$ cat src/rtl/outbox_uart_tx_if.sv
// Outbox FIFO read port as seen by the UART transmitter.
// The transmitter is the master: it issues pops, and the FIFO answers with empty/data.
interface outbox_uart_tx_if;
  logic       i_empty;
  logic [7:0] i_data;
  logic       o_rd;

  modport master (input i_empty, input i_data, output o_rd);
  modport slave  (output i_empty, output i_data, input o_rd);
endinterface

$ cat src/rtl/outbox_uart_tx.sv
// Drains the CPU outbox FIFO and serialises each byte as a UART 8N1 frame on o_tx.
// One pop per frame; the FIFO has a registered read, so data is taken in LOAD, one cycle after POP.
module outbox_uart_tx #(
  parameter int BAUD_DIV = 104,
  parameter int DATA_W   = 8
) (
  input  logic                  clk,
  input  logic                  i_rst,
  outbox_uart_tx_if.master      fifo,
  output logic                  o_tx,
  output logic                  o_busy
);

  localparam int CW = $clog2(BAUD_DIV);
  localparam logic [CW-1:0] BAUD_LAST = CW'(BAUD_DIV - 1);

  localparam logic [2:0] IDLE  = 3'd0;
  localparam logic [2:0] POP   = 3'd1;
  localparam logic [2:0] LOAD  = 3'd2;
  localparam logic [2:0] START = 3'd3;
  localparam logic [2:0] DATA  = 3'd4;
  localparam logic [2:0] STOP  = 3'd5;

  logic [2:0]        state;
  logic [CW-1:0]     baud;
  logic [2:0]        bitc;
  logic [DATA_W-1:0] shift;
  logic              bit_end;

  assign bit_end = (baud == BAUD_LAST);

  // Strobes decode straight from the state register, so they cannot glitch.
  assign fifo.o_rd = (state == POP);
  assign o_busy    = (state != IDLE);

  // o_tx is updated together with the state transition, so the line level
  // always matches the state that is being entered.
  always_ff @(posedge clk or posedge i_rst) begin
    if (i_rst) begin
      state <= IDLE;
      o_tx  <= 1'b1;
      baud  <= '0;
      bitc  <= '0;
      shift <= '0;
    end else begin
      case (state)
        IDLE: begin
          o_tx <= 1'b1;
          if (!fifo.i_empty) state <= POP;
        end
        POP: state <= LOAD;
        LOAD: begin
          shift <= fifo.i_data;
          baud  <= '0;
          o_tx  <= 1'b0;
          state <= START;
        end
        START: begin
          if (bit_end) begin
            baud  <= '0;
            bitc  <= '0;
            o_tx  <= shift[0];
            state <= DATA;
          end else begin
            baud <= baud + 1'b1;
          end
        end
        DATA: begin
          if (bit_end) begin
            baud  <= '0;
            shift <= shift >> 1;
            if (bitc == 3'd7) begin
              bitc  <= '0;
              o_tx  <= 1'b1;
              state <= STOP;
            end else begin
              bitc <= bitc + 1'b1;
              o_tx <= shift[1];
            end
          end else begin
            baud <= baud + 1'b1;
          end
        end
        STOP: begin
          if (bit_end) begin
            baud  <= '0;
            state <= IDLE;
          end else begin
            baud <= baud + 1'b1;
          end
        end
        default: begin
          o_tx  <= 1'b1;
          state <= IDLE;
        end
      endcase
    end
  end

endmodule

$ cat src/flat_wrapper.sv
// flat-port wrapper written by rule: the top's interface ports become plain ports
module outbox_uart_tx_flat 
#(
  parameter int BAUD_DIV = 104,
  parameter int DATA_W   = 8
)
  (clk, i_rst, o_tx, o_busy, fifo_i_empty, fifo_i_data, fifo_o_rd);
  outbox_uart_tx_if fifo_i ();
  input  logic clk;
  input  logic i_rst;
  output logic o_tx;
  output logic o_busy;
  input wire logic [$bits(fifo_i.i_empty)-1:0] fifo_i_empty;
  input wire logic [$bits(fifo_i.i_data)-1:0] fifo_i_data;
  output wire logic [$bits(fifo_i.o_rd)-1:0] fifo_o_rd;
  assign fifo_i.i_empty = fifo_i_empty;
  assign fifo_i.i_data = fifo_i_data;
  assign fifo_o_rd = fifo_i.o_rd;
  outbox_uart_tx #(.BAUD_DIV(BAUD_DIV), .DATA_W(DATA_W)) u_core (.clk(clk), .i_rst(i_rst), .fifo(fifo_i), .o_tx(o_tx), .o_busy(o_busy));
endmodule
$ cat config.mk
export PLATFORM = sky130hd
export DESIGN_NAME = outbox_uart_tx_flat
export DESIGN_NICKNAME = d
export VERILOG_FILES = /design/src/rtl/outbox_uart_tx_if.sv /design/src/rtl/outbox_uart_tx.sv /design/src/flat_wrapper.sv
export SDC_FILE = /design/constraint.sdc
export NUM_CORES = 1
export LEC_CHECK = 0
export BUFFER_PORTS_ARGS = -buffer_cell sky130_fd_sc_hd__buf_2
export CELL_PAD_IN_SITES_DETAIL_PLACEMENT = 2
export CELL_PAD_IN_SITES_GLOBAL_PLACEMENT = 2
export CORE_UTILIZATION = 32
export CTS_CLUSTER_DIAMETER = 100
export CTS_CLUSTER_SIZE = 8
export DETAILED_ROUTE_END_ITERATION = 7
export GPL_TIMING_DRIVEN = 0
export PLACE_DENSITY = 0.8
export SLEW_MARGIN = 20
export SYNTH_ARGS = -nofsm -noshare
export SYNTH_HDL_FRONTEND = slang
export SYNTH_SLANG_ARGS = --single-unit
export TNS_END_PERCENT = 50
$ cat constraint.sdc
create_clock -name clk -period 1.41 [get_ports clk]
set_input_delay 0.141 -clock clk [delete_from_list [all_inputs] [get_ports clk]]
set_output_delay 0.141 -clock clk [all_outputs]
set_load 0.1 [all_outputs]
==> results of run 1 <==
==> Yosys cell counts (2+ instances only) <==
library cell | count | share of area, %
a31oi_1 | 2 | 0.86
o211ai_1 | 3 | 1.5
a211oi_1 | 2 | 1.0
nand3_1 | 8 | 2.7
o221ai_1 | 2 | 1.2
o41ai_1 | 2 | 1.2
nand2_1 | 12 | 3.1
a221oi_1 | 6 | 3.6
nand4_1 | 2 | 0.86
nor2_1 | 12 | 3.1
nand2b_1 | 2 | 0.86
a21o_1 | 2 | 1.0
nor3_1 | 11 | 3.8
nor4_1 | 3 | 1.3
dfrtp_1 | 21 | 36
a21oi_1 | 18 | 6.2
inv_1 | 8 | 2.1
ha_1 | 3 | 2.6
or3_1 | 2 | 0.86
clkbuf_1 | 4 | 1.0
mux2i_1 | 2 | 1.4
and3_1 | 2 | 0.86
nor2b_1 | 4 | 1.7
o21ai_1 | 3 | 1.0
buf_2 | 7 | 2.4
o221a_1 | 7 | 5.4
o21ai_0 | 3 | 1.0
==> critical path, delay by kind of cell (launching register included) <==
kind	cells	cell delay, ps
buffers and inverters	2	320
DFF	1	400
and+or+nand+nor	2	520
AOI/OAI and AO/OA	2	320
==> kinds of logic after synthesis <==
| group | count (synthesis) | synth area share (%) |
|---|---|---|
| simple gates | 65 | 23.5 |
| compound gates | 56 | 27.6 |
| flops | 22 | 37.9 |
| buf+inv | 21 | 6.27 |
| mux | 3 | 2.15 |
| fa+ha+maj | 3 | 2.58 |
==> area by class of cell <==
class	count	area (um^2)	area share, %
clock buffers	3	41.3	1.81
inverters	8	37.5	1.65
clock inverters	1	30.0	1.32
well taps	52	65.1	2.85
flip-flops and latches	22	556	24.4
plain buffers	13	153	6.69
repair buffers	42	347	15.2
multi-input cells	127	1050	46.1
==> where the power goes <==
part	total, mW	internal (mW)	switching, mW
Combinational	0.0701	0.0292	0.0410
Sequential	0.657	0.642	0.0146
Clock	0.647	0.381	0.266
Total	1.37	1.05	0.321
==> registers in the layout (all words and copies together) (netlist names) <==
register,flops
u_core.baud,7
u_core.bitc,3
u_core.o_tx,1
u_core.shift,8
u_core.state,3
==> final timing paths <==
kind / from / to / cells after the start
worst max-delay path: u_core.state[1] / u_core.baud[3] / 6
worst min-delay path: i_rst / u_core.shift[6] / 2
worst max register to register: u_core.state[1] / u_core.baud[3] / 6
worst min register to register: u_core.bitc[0] / u_core.bitc[0] / 1
max in group asynchronous: i_rst / u_core.baud[3] / 2
min in group clk: fifo_i_data[7] / u_core.shift[7] / 3
==> stage by stage <==
stage | cell area (um^2) | setup TNS (ps)
after floorplan | 1480 | -1830
after global placement | 1610 | -5860
after detailed placement | 1610 | -7380
after CTS | 2070 | -821
after global routing | 2280 | -4120
final | 2280 | -3090
==> layer usage <==
metal,vias to the layer above,share of wire [%],GRT usage (%),routed length [um]
met1,888,41,38.2,3310
met4,0,3.1,10.7,247
met5,-,0,0,0
li1,737,-,-,-
met2,61,52,48.3,4170
met3,20,4.3,3.49,348
==> timing repair <==
action / 4_1_cts / 5_1_grt
pin swaps: 11 / 5
setup endpoints to repair: 24 / 25
gates resized for setup: 70 / 18
buffers inserted: 13 / 13
endpoints found under the hold margin: 0 / 0
cloned: 1 / 2
==> impl_metrics.json, run 1 <==
{
  "outcome": "finished, violations left",
  "violations": "negative setup slack",
  "die_y_um": 69.5,
  "vias": 1706,
  "htreeDepth": 1,
  "clkLatencyLatePin_ps": 290,
  "synthCells": 170,
  "synth-seq-area-share_pct": 37.9,
  "fp.dieW_um": 69.5,
  "hold_violations": 0,
  "fin_worst_skew_ps": 7.10,
  "final_cell_mix": "buf_4 (23), dfrtp_1 (18), a21oi_1 (15)",
  "required_ps": 1600,
  "ctsHoldBuffers": 0,
  "timing.hold.ws_ps": 31.0,
  "portBuffers": 13,
  "synthArstFlopShare_pct": 100,
  "synth.net_count": 184,
  "cts_buffers": 3,
  "cts.sinks": 22,
  "holdCritPathClass": "in2async",
  "grt_pass1_vias": 1827,
  "synth-seq-cells": 22,
  "nNetsFinal": 231,
  "grt_usage_pct": 28.9,
  "first_pass_iters": 4,
  "maxCapViolations": 0,
  "vias_per_cell": 6.37,
  "total_power_mw": 1.37,
  "clock.fmax_mhz": 610,
  "gp_congestion": 0.793,
  "rows": 24,
  "synth-edff-count": 0,
  "cp-end-kind": "register",
  "period_share_pct": 116,
  "wl_per_cell_um": 30.1,
  "grt_overflow": 0,
  "diodes": 0,
  "crit_path_cell_trace": "buf_2 -> buf_4 -> nand2_2 -> nor3_1 -> a22oi_2 -> o211ai_1",
  "fin_util_pct": 52.4,
  "grt_pass1_wl_um": 10700,
  "yosysWarnings": 0,
  "dp_slack_ps": -479,
  "stdcell_count": 268,
  "area_growth_pct": 56.5,
  "cts_root_buf": "clkbuf_8",
  "synth_area_um2": 1460,
  "drt_iter0_drc": 122,
  "arrival_ps": 1830,
  "avgSynthCellArea_um2": 8.57,
  "drc": 0,
  "wl_um": 8070,
  "final_common_cell": "buf_4",
  "peakVddDrop_mv": 0.321,
  "cts.clk_slew.worst_paths_ps": 100,
  "setup_viol": 22,
  "tritoncts": "yes",
  "antenna_left": 0,
  "crit_path_start_kind": "register",
  "dp_hpwl_um": 3550,
  "tightest_slew_ps": 892,
  "crit_fanout": 6,
  "synth.distinct_cells": 44,
  "criticalPathCategory": "reg2reg",
  "antenna_found_initial": 0,
  "slew_headroom_pct": 40.5,
  "nFillCells": 437,
  "synth_top_flop_cell": "dfrtp_1",
  "coreArea_um2": 4350,
  "cp_slowest_cell": "dfrtp_1",
  "rrSetupSlack_ps": -230,
  "pwr_density_cell_nw_per_um2": 602,
  "dieArea_um2": 4830,
  "grt_max_degree": 23,
  "worst_slack_ps": -230,
  "p_leak_nw": 0.954,
  "ioPinCount": 14,
  "cpPeakStageDelay_ps": 400,
  "dp.cells": 235,
  "slew_viol_final": 0,
  "drive_gt1_share_pct": 49.1,
  "grt_setup_unrepaired": "true",
  "clockBufferDepth": 2,
  "start_util_pct": 33.5,
  "finalCriticalPeriod_ps": 1640
}
(Power assumes the default switching activity.)
==> inputs of run 2 (changes only) <==
==> constraint.sdc (replaced) <==
create_clock -name clk -period 1.4 [get_ports clk]
set_input_delay 0.14 -clock clk [delete_from_list [all_inputs] [get_ports clk]]
set_output_delay 0.14 -clock clk [all_outputs]
set_load 0.1 [all_outputs]
==> impl_metrics.json, run 2 (synthesized netlist as in run 1, its figures left out) <==
{
  "ioPinCount": 14,
  "final_common_cell": "buf_4",
  "critPathTopFamily": "simple AND/OR/NAND/NOR gates",
  "vias_per_cell": 6.60,
  "grt_pass1_wl_um": 10600,
  "setup-tns-final_ps": -3670,
  "p_leak_nw": 0.958,
  "tritoncts": "yes",
  "dieArea_um2": 4830,
  "cp_slowest_cell": "nor4_1",
  "crit_fanout": 6,
  "cts_root_buf": "clkbuf_8",
  "htreeDepth": 1,
  "largest_register": "u_core.shift",
  "coreArea_um2": 4350,
  "rows": 24,
  "drt_iter0_drc": 145,
  "critPathBufInv": 2,
  "clockBufferDepth": 2,
  "wl_per_cell_um": 30.5,
  "start_util_pct": 33.5,
  "arrival_ps": 1930,
  "dp.cells": 235,
  "cts.clk_slew.worst_paths_ps": 100,
  "cp-end-kind": "register",
  "seqCellArea_um2": 556,
  "stdcell_count": 266,
  "slew_headroom_pct": 40.2,
  "fin_util_pct": 51.6,
  "fp.dieW_um": 69.5,
  "period_share_pct": 123,
  "grt_pass1_vias": 1828,
  "cpPeakStageDelay_ps": 460,
  "pwr_density_cell_nw_per_um2": 604,
  "largest_reg_flops": 8,
  "grt_setup_unrepaired": "true",
  "nNetsFinal": 229,
  "violations": "negative setup slack",
  "setup_viol": 23,
  "criticalPathCategory": "reg2reg",
  "antenna_found_initial": 0,
  "dp_hpwl_um": 3510,
  "fin_worst_skew_ps": 9.71,
  "cts.sinks": 22,
  "maxCapViolations": 0,
  "tightest_slew_ps": 896,
  "worst_slack_ps": -316,
  "clkLatencyLatePin_ps": 270,
  "outcome": "finished, violations left",
  "cts_buffers": 3,
  "final_cell_mix": "buf_4 (22), dfrtp_1 (18), a21oi_1 (16)",
  "crit_path_cell_trace": "buf_6 -> buf_4 -> nand2_2 -> nor4_1 -> o21ai_0 -> nand4_1",
  "vias": 1756,
  "largestRegisters": "u_core.shift (8), u_core.baud (7)",
  "gp_congestion": 0.801,
  "holdCritPathClass": "in2async",
  "portBuffers": 13,
  "crit_path_start_kind": "register",
  "grt_overflow": 0,
  "finalCriticalPeriod_ps": 1720,
  "multi_input_area_um2": 1070,
  "drive_gt1_share_pct": 47.7,
  "antenna_left": 0,
  "diodes": 0,
  "grt_usage_pct": 28.9,
  "peakVddDrop_mv": 0.429,
  "nFillCells": 417,
  "wl_um": 8120,
  "die_y_um": 69.5,
  "drc": 0,
  "area_growth_pct": 54.2,
  "clock.fmax_mhz": 583,
  "grt_max_degree": 23,
  "first_pass_iters": 4,
  "required_ps": 1610,
  "slew_viol_final": 0,
  "hold_violations": 0
}
-- run 2: changes by cell type in the layout (fill, tap and decap cells not counted), moves of 2 or more --
cell	delta
buf_12	-3
buf_6	+2
nor4_2	-2
o21ai_1	-2
-- run 2: routing by layer --
| metal | part of all wire, % | up-vias | GRT usage [%] |
|---|---|---|---|
| li1 | - | 739 | - |
| met1 | 41 | 917 | 39.1 |
| met2 | 49 | 76 | 49.2 |
| met3 | 5.4 | 24 | 3.20 |
| met4 | 4.2 | 0 | 6.80 |
| met5 | 0 | - | 0 |
-- run 2: stage by stage --
step                      worst slack (ps)  power [mW]  hold slack (ps)  cell area, um^2
after global placement                -413       0.724              364             1610
after detailed placement              -464       0.730              376             1610
after floorplan                       -261       0.703              128             1480
after CTS                             -164        1.35             74.9             2070
after global routing                  -333        1.40              126             2250
final                                 -316        1.36             51.0             2250
-- run 2: area by class of cell --
type                    instances  area share (%)
flip-flops and latches         22            24.7
well taps                      52            2.90
plain buffers                  13            6.40
clock inverters                 1            1.34
inverters                       8            1.67
repair buffers                 39            13.6
multi-input cells             128            47.5
clock buffers                   3            1.84
-- run 2: final timing paths --
kind                                  from              end  slack [ps]  cells after the start
setup / recovery           u_core.state[0]   u_core.baud[5]        -320                      6
hold / removal                       i_rst  u_core.state[0]          50                      2
max in group asynchronous            i_rst   u_core.baud[4]         740                      2
setup reg to reg           u_core.state[0]   u_core.baud[5]        -320                      6
hold reg to reg                u_core.o_tx      u_core.o_tx         590                      2
min in group clk            fifo_i_data[7]  u_core.shift[7]         290                      3
-- run 2: repair_timing --
action                     in CTS  in global routing
gates resized for setup        66                 23
cloned                          1                  2
hold buffers                    0                  0
setup endpoints to repair      24                 25
pin swaps                      11                  7
buffers inserted               15                  9
hold endpoints to repair        0                  0
-- run 2: report_power, final --
group          switching [mW]  leakage, nW  internal [mW]
Combinational          0.0418        0.674         0.0299
Clock                   0.241       0.0357          0.382
Sequential             0.0152        0.248          0.647
==> inputs of run 3 (changes only) <==
--- a/config.mk
+++ b/config.mk
@@ -8,12 +8,12 @@
 export BUFFER_PORTS_ARGS = -buffer_cell sky130_fd_sc_hd__buf_2
 export CELL_PAD_IN_SITES_DETAIL_PLACEMENT = 2
 export CELL_PAD_IN_SITES_GLOBAL_PLACEMENT = 2
-export CORE_UTILIZATION = 32
+export CORE_UTILIZATION = 35
 export CTS_CLUSTER_DIAMETER = 100
 export CTS_CLUSTER_SIZE = 8
 export DETAILED_ROUTE_END_ITERATION = 7
 export GPL_TIMING_DRIVEN = 0
-export PLACE_DENSITY = 0.8
+export PLACE_DENSITY = 0.83
 export SLEW_MARGIN = 20
 export SYNTH_ARGS = -nofsm -noshare
 export SYNTH_HDL_FRONTEND = slang
==> constraint.sdc (replaced) <==
create_clock -name clk -period 1.7 [get_ports clk]
set_input_delay 0.17 -clock clk [delete_from_list [all_inputs] [get_ports clk]]
set_output_delay 0.17 -clock clk [all_outputs]
set_load 0.1 [all_outputs]
==> impl_metrics.json, run 3 (synthesized netlist as in run 1, its figures left out) <==
{
  "crit_fanout": 10,
  "setup_viol": 0,
  "largest_register": "u_core.shift",
  "dieArea_um2": 4430,
  "area_growth_pct": 22.7,
  "dp.cells": 233,
  "rows": 23,
  "vias_per_cell": 6.11,
  "cts.sinks": 22,
  "vias": 1460,
  "clkLatencyLatePin_ps": 260,
  "tritoncts": "yes",
  "grt_usage_pct": 24.8,
  "largest_reg_flops": 8,
  "grt_overflow": 0,
  "ctsHoldBuffers": 0,
  "ioPinCount": 14,
  "antenna_left": 0,
  "drt_iter0_drc": 45,
  "pwr_density_cell_nw_per_um2": 609,
  "wl_um": 5030,
  "final_common_cell": "dfrtp_1",
  "gp_congestion": 0.789,
  "reg2regPathDepth": 5,
  "fin_util_pct": 44.7,
  "dp_hpwl_um": 3460,
  "slew_viol_final": 0,
  "fin_worst_skew_ps": 3.08,
  "timing.hold.ws_ps": 83.0,
  "period_share_pct": 96.4,
  "die_y_um": 66.5,
  "arrival_ps": 1470,
  "coreArea_um2": 4000,
  "grt_setup_unrepaired": "true",
  "stdcell_count": 239,
  "grt_max_degree": 23,
  "largestRegisters": "u_core.shift (8), u_core.baud (7)",
  "criticalPathCategory": "reg2out",
  "drive_gt1_share_pct": 24.9,
  "outcome": "finished, final reports clean",
  "htreeDepth": 1,
  "cpMostUsedCell": "buf_4",
  "crit_path_start_kind": "register",
  "first_pass_iters": 4,
  "clockBufferDepth": 2,
  "p_leak_nw": 0.720,
  "slew_headroom_pct": 40.1,
  "wl_per_cell_um": 21.1,
  "start_util_pct": 36.4,
  "finalCriticalPeriod_ps": 1640,
  "fp.dieW_um": 66.5,
  "cts_root_buf": "clkbuf_8",
  "crit_path_cell_trace": "buf_4 -> buf_4 -> nor3_4 -> buf_12",
  "grt_pass1_vias": 1569,
  "hold_violations": 0,
  "nNetsFinal": 204,
  "required_ps": 1530,
  "maxCapViolations": 0,
  "clock.fmax_mhz": 610,
  "antenna_found_initial": 0,
  "drc": 0,
  "cp_slowest_cell": "dfrtp_1",
  "grt_pass1_wl_um": 8080,
  "cp-end-kind": "primary output",
  "cpPeakStageDelay_ps": 430,
  "tightest_slew_ps": 897,
  "peakVddDrop_mv": 0.324,
  "cts.clk_slew.worst_paths_ps": 90,
  "cts_buffers": 3,
  "holdCritPathClass": "in2async",
  "final_cell_mix": "dfrtp_1 (21), a21oi_1 (18), buf_2 (15)",
  "portBuffers": 13,
  "diodes": 0
}
run 3: through the flow:
step	setup TNS [ps]	cell area (um^2)	setup WS [ps]	total power, mW
6_report	0	1790	60.6	1.09
5_1_grt	-6.26	1790	-6.26	1.13
4_1_cts	0	1730	0.707	1.10
3_5_place_dp	-1660	1600	-205	0.602
3_3_place_gp	-980	1600	-143	0.597
2_1_floorplan	-0.0345	1480	-0.0345	0.579
run 3: area by class of cell:
cell class / instances / area [um^2]
multi-input combinational: 127 / 878
clock buffer: 3 / 41.3
inverter: 8 / 30.0
timing repair buffer: 15 / 101
sequential: 22 / 552
buffer: 13 / 92.6
clock inverter: 1 / 30.0
fill: 445 / 2210
tap: 50 / 62.6
run 3: timing repair:
item | 4_1_cts | 5_1_grt
pin swaps | 1 | 0
gates resized for setup | 14 | 15
setup buffers | 1 | 1
setup endpoints to repair | 20 | 16
run 3: worst paths after layout:
check                                     start              end  slack (ps)
max in group asynchronous                 i_rst   u_core.baud[2]        1070
worst min-delay path                      i_rst   u_core.bitc[0]          80
min in group clk                 fifo_i_data[7]  u_core.shift[7]         210
worst max-delay path            u_core.state[2]        fifo_o_rd          60
worst max register to register   u_core.baud[0]  u_core.shift[3]          70
worst min register to register   u_core.bitc[0]   u_core.bitc[0]         530
run 3: per-layer routing:
metal  wire length [um]  up-vias  GRT usage [%]
li1                   -      684              -
met3                103        4           2.23
met5                  0        -              0
met1               2430      746           32.0
met2               2460       26           43.9
met4                 38        0           6.65
run 3: power by group:
part           switching, mW  internal [mW]
Combinational         0.0255         0.0228
Clock                  0.183          0.315
Sequential           0.00975          0.533
Total                  0.218          0.870
run 3: critical path: cells and delay by family (launching register included):
kind,cells,cell delay (ps)
buffers and inverters,3,580
DFF,1,430
and+or+nand+nor,1,200
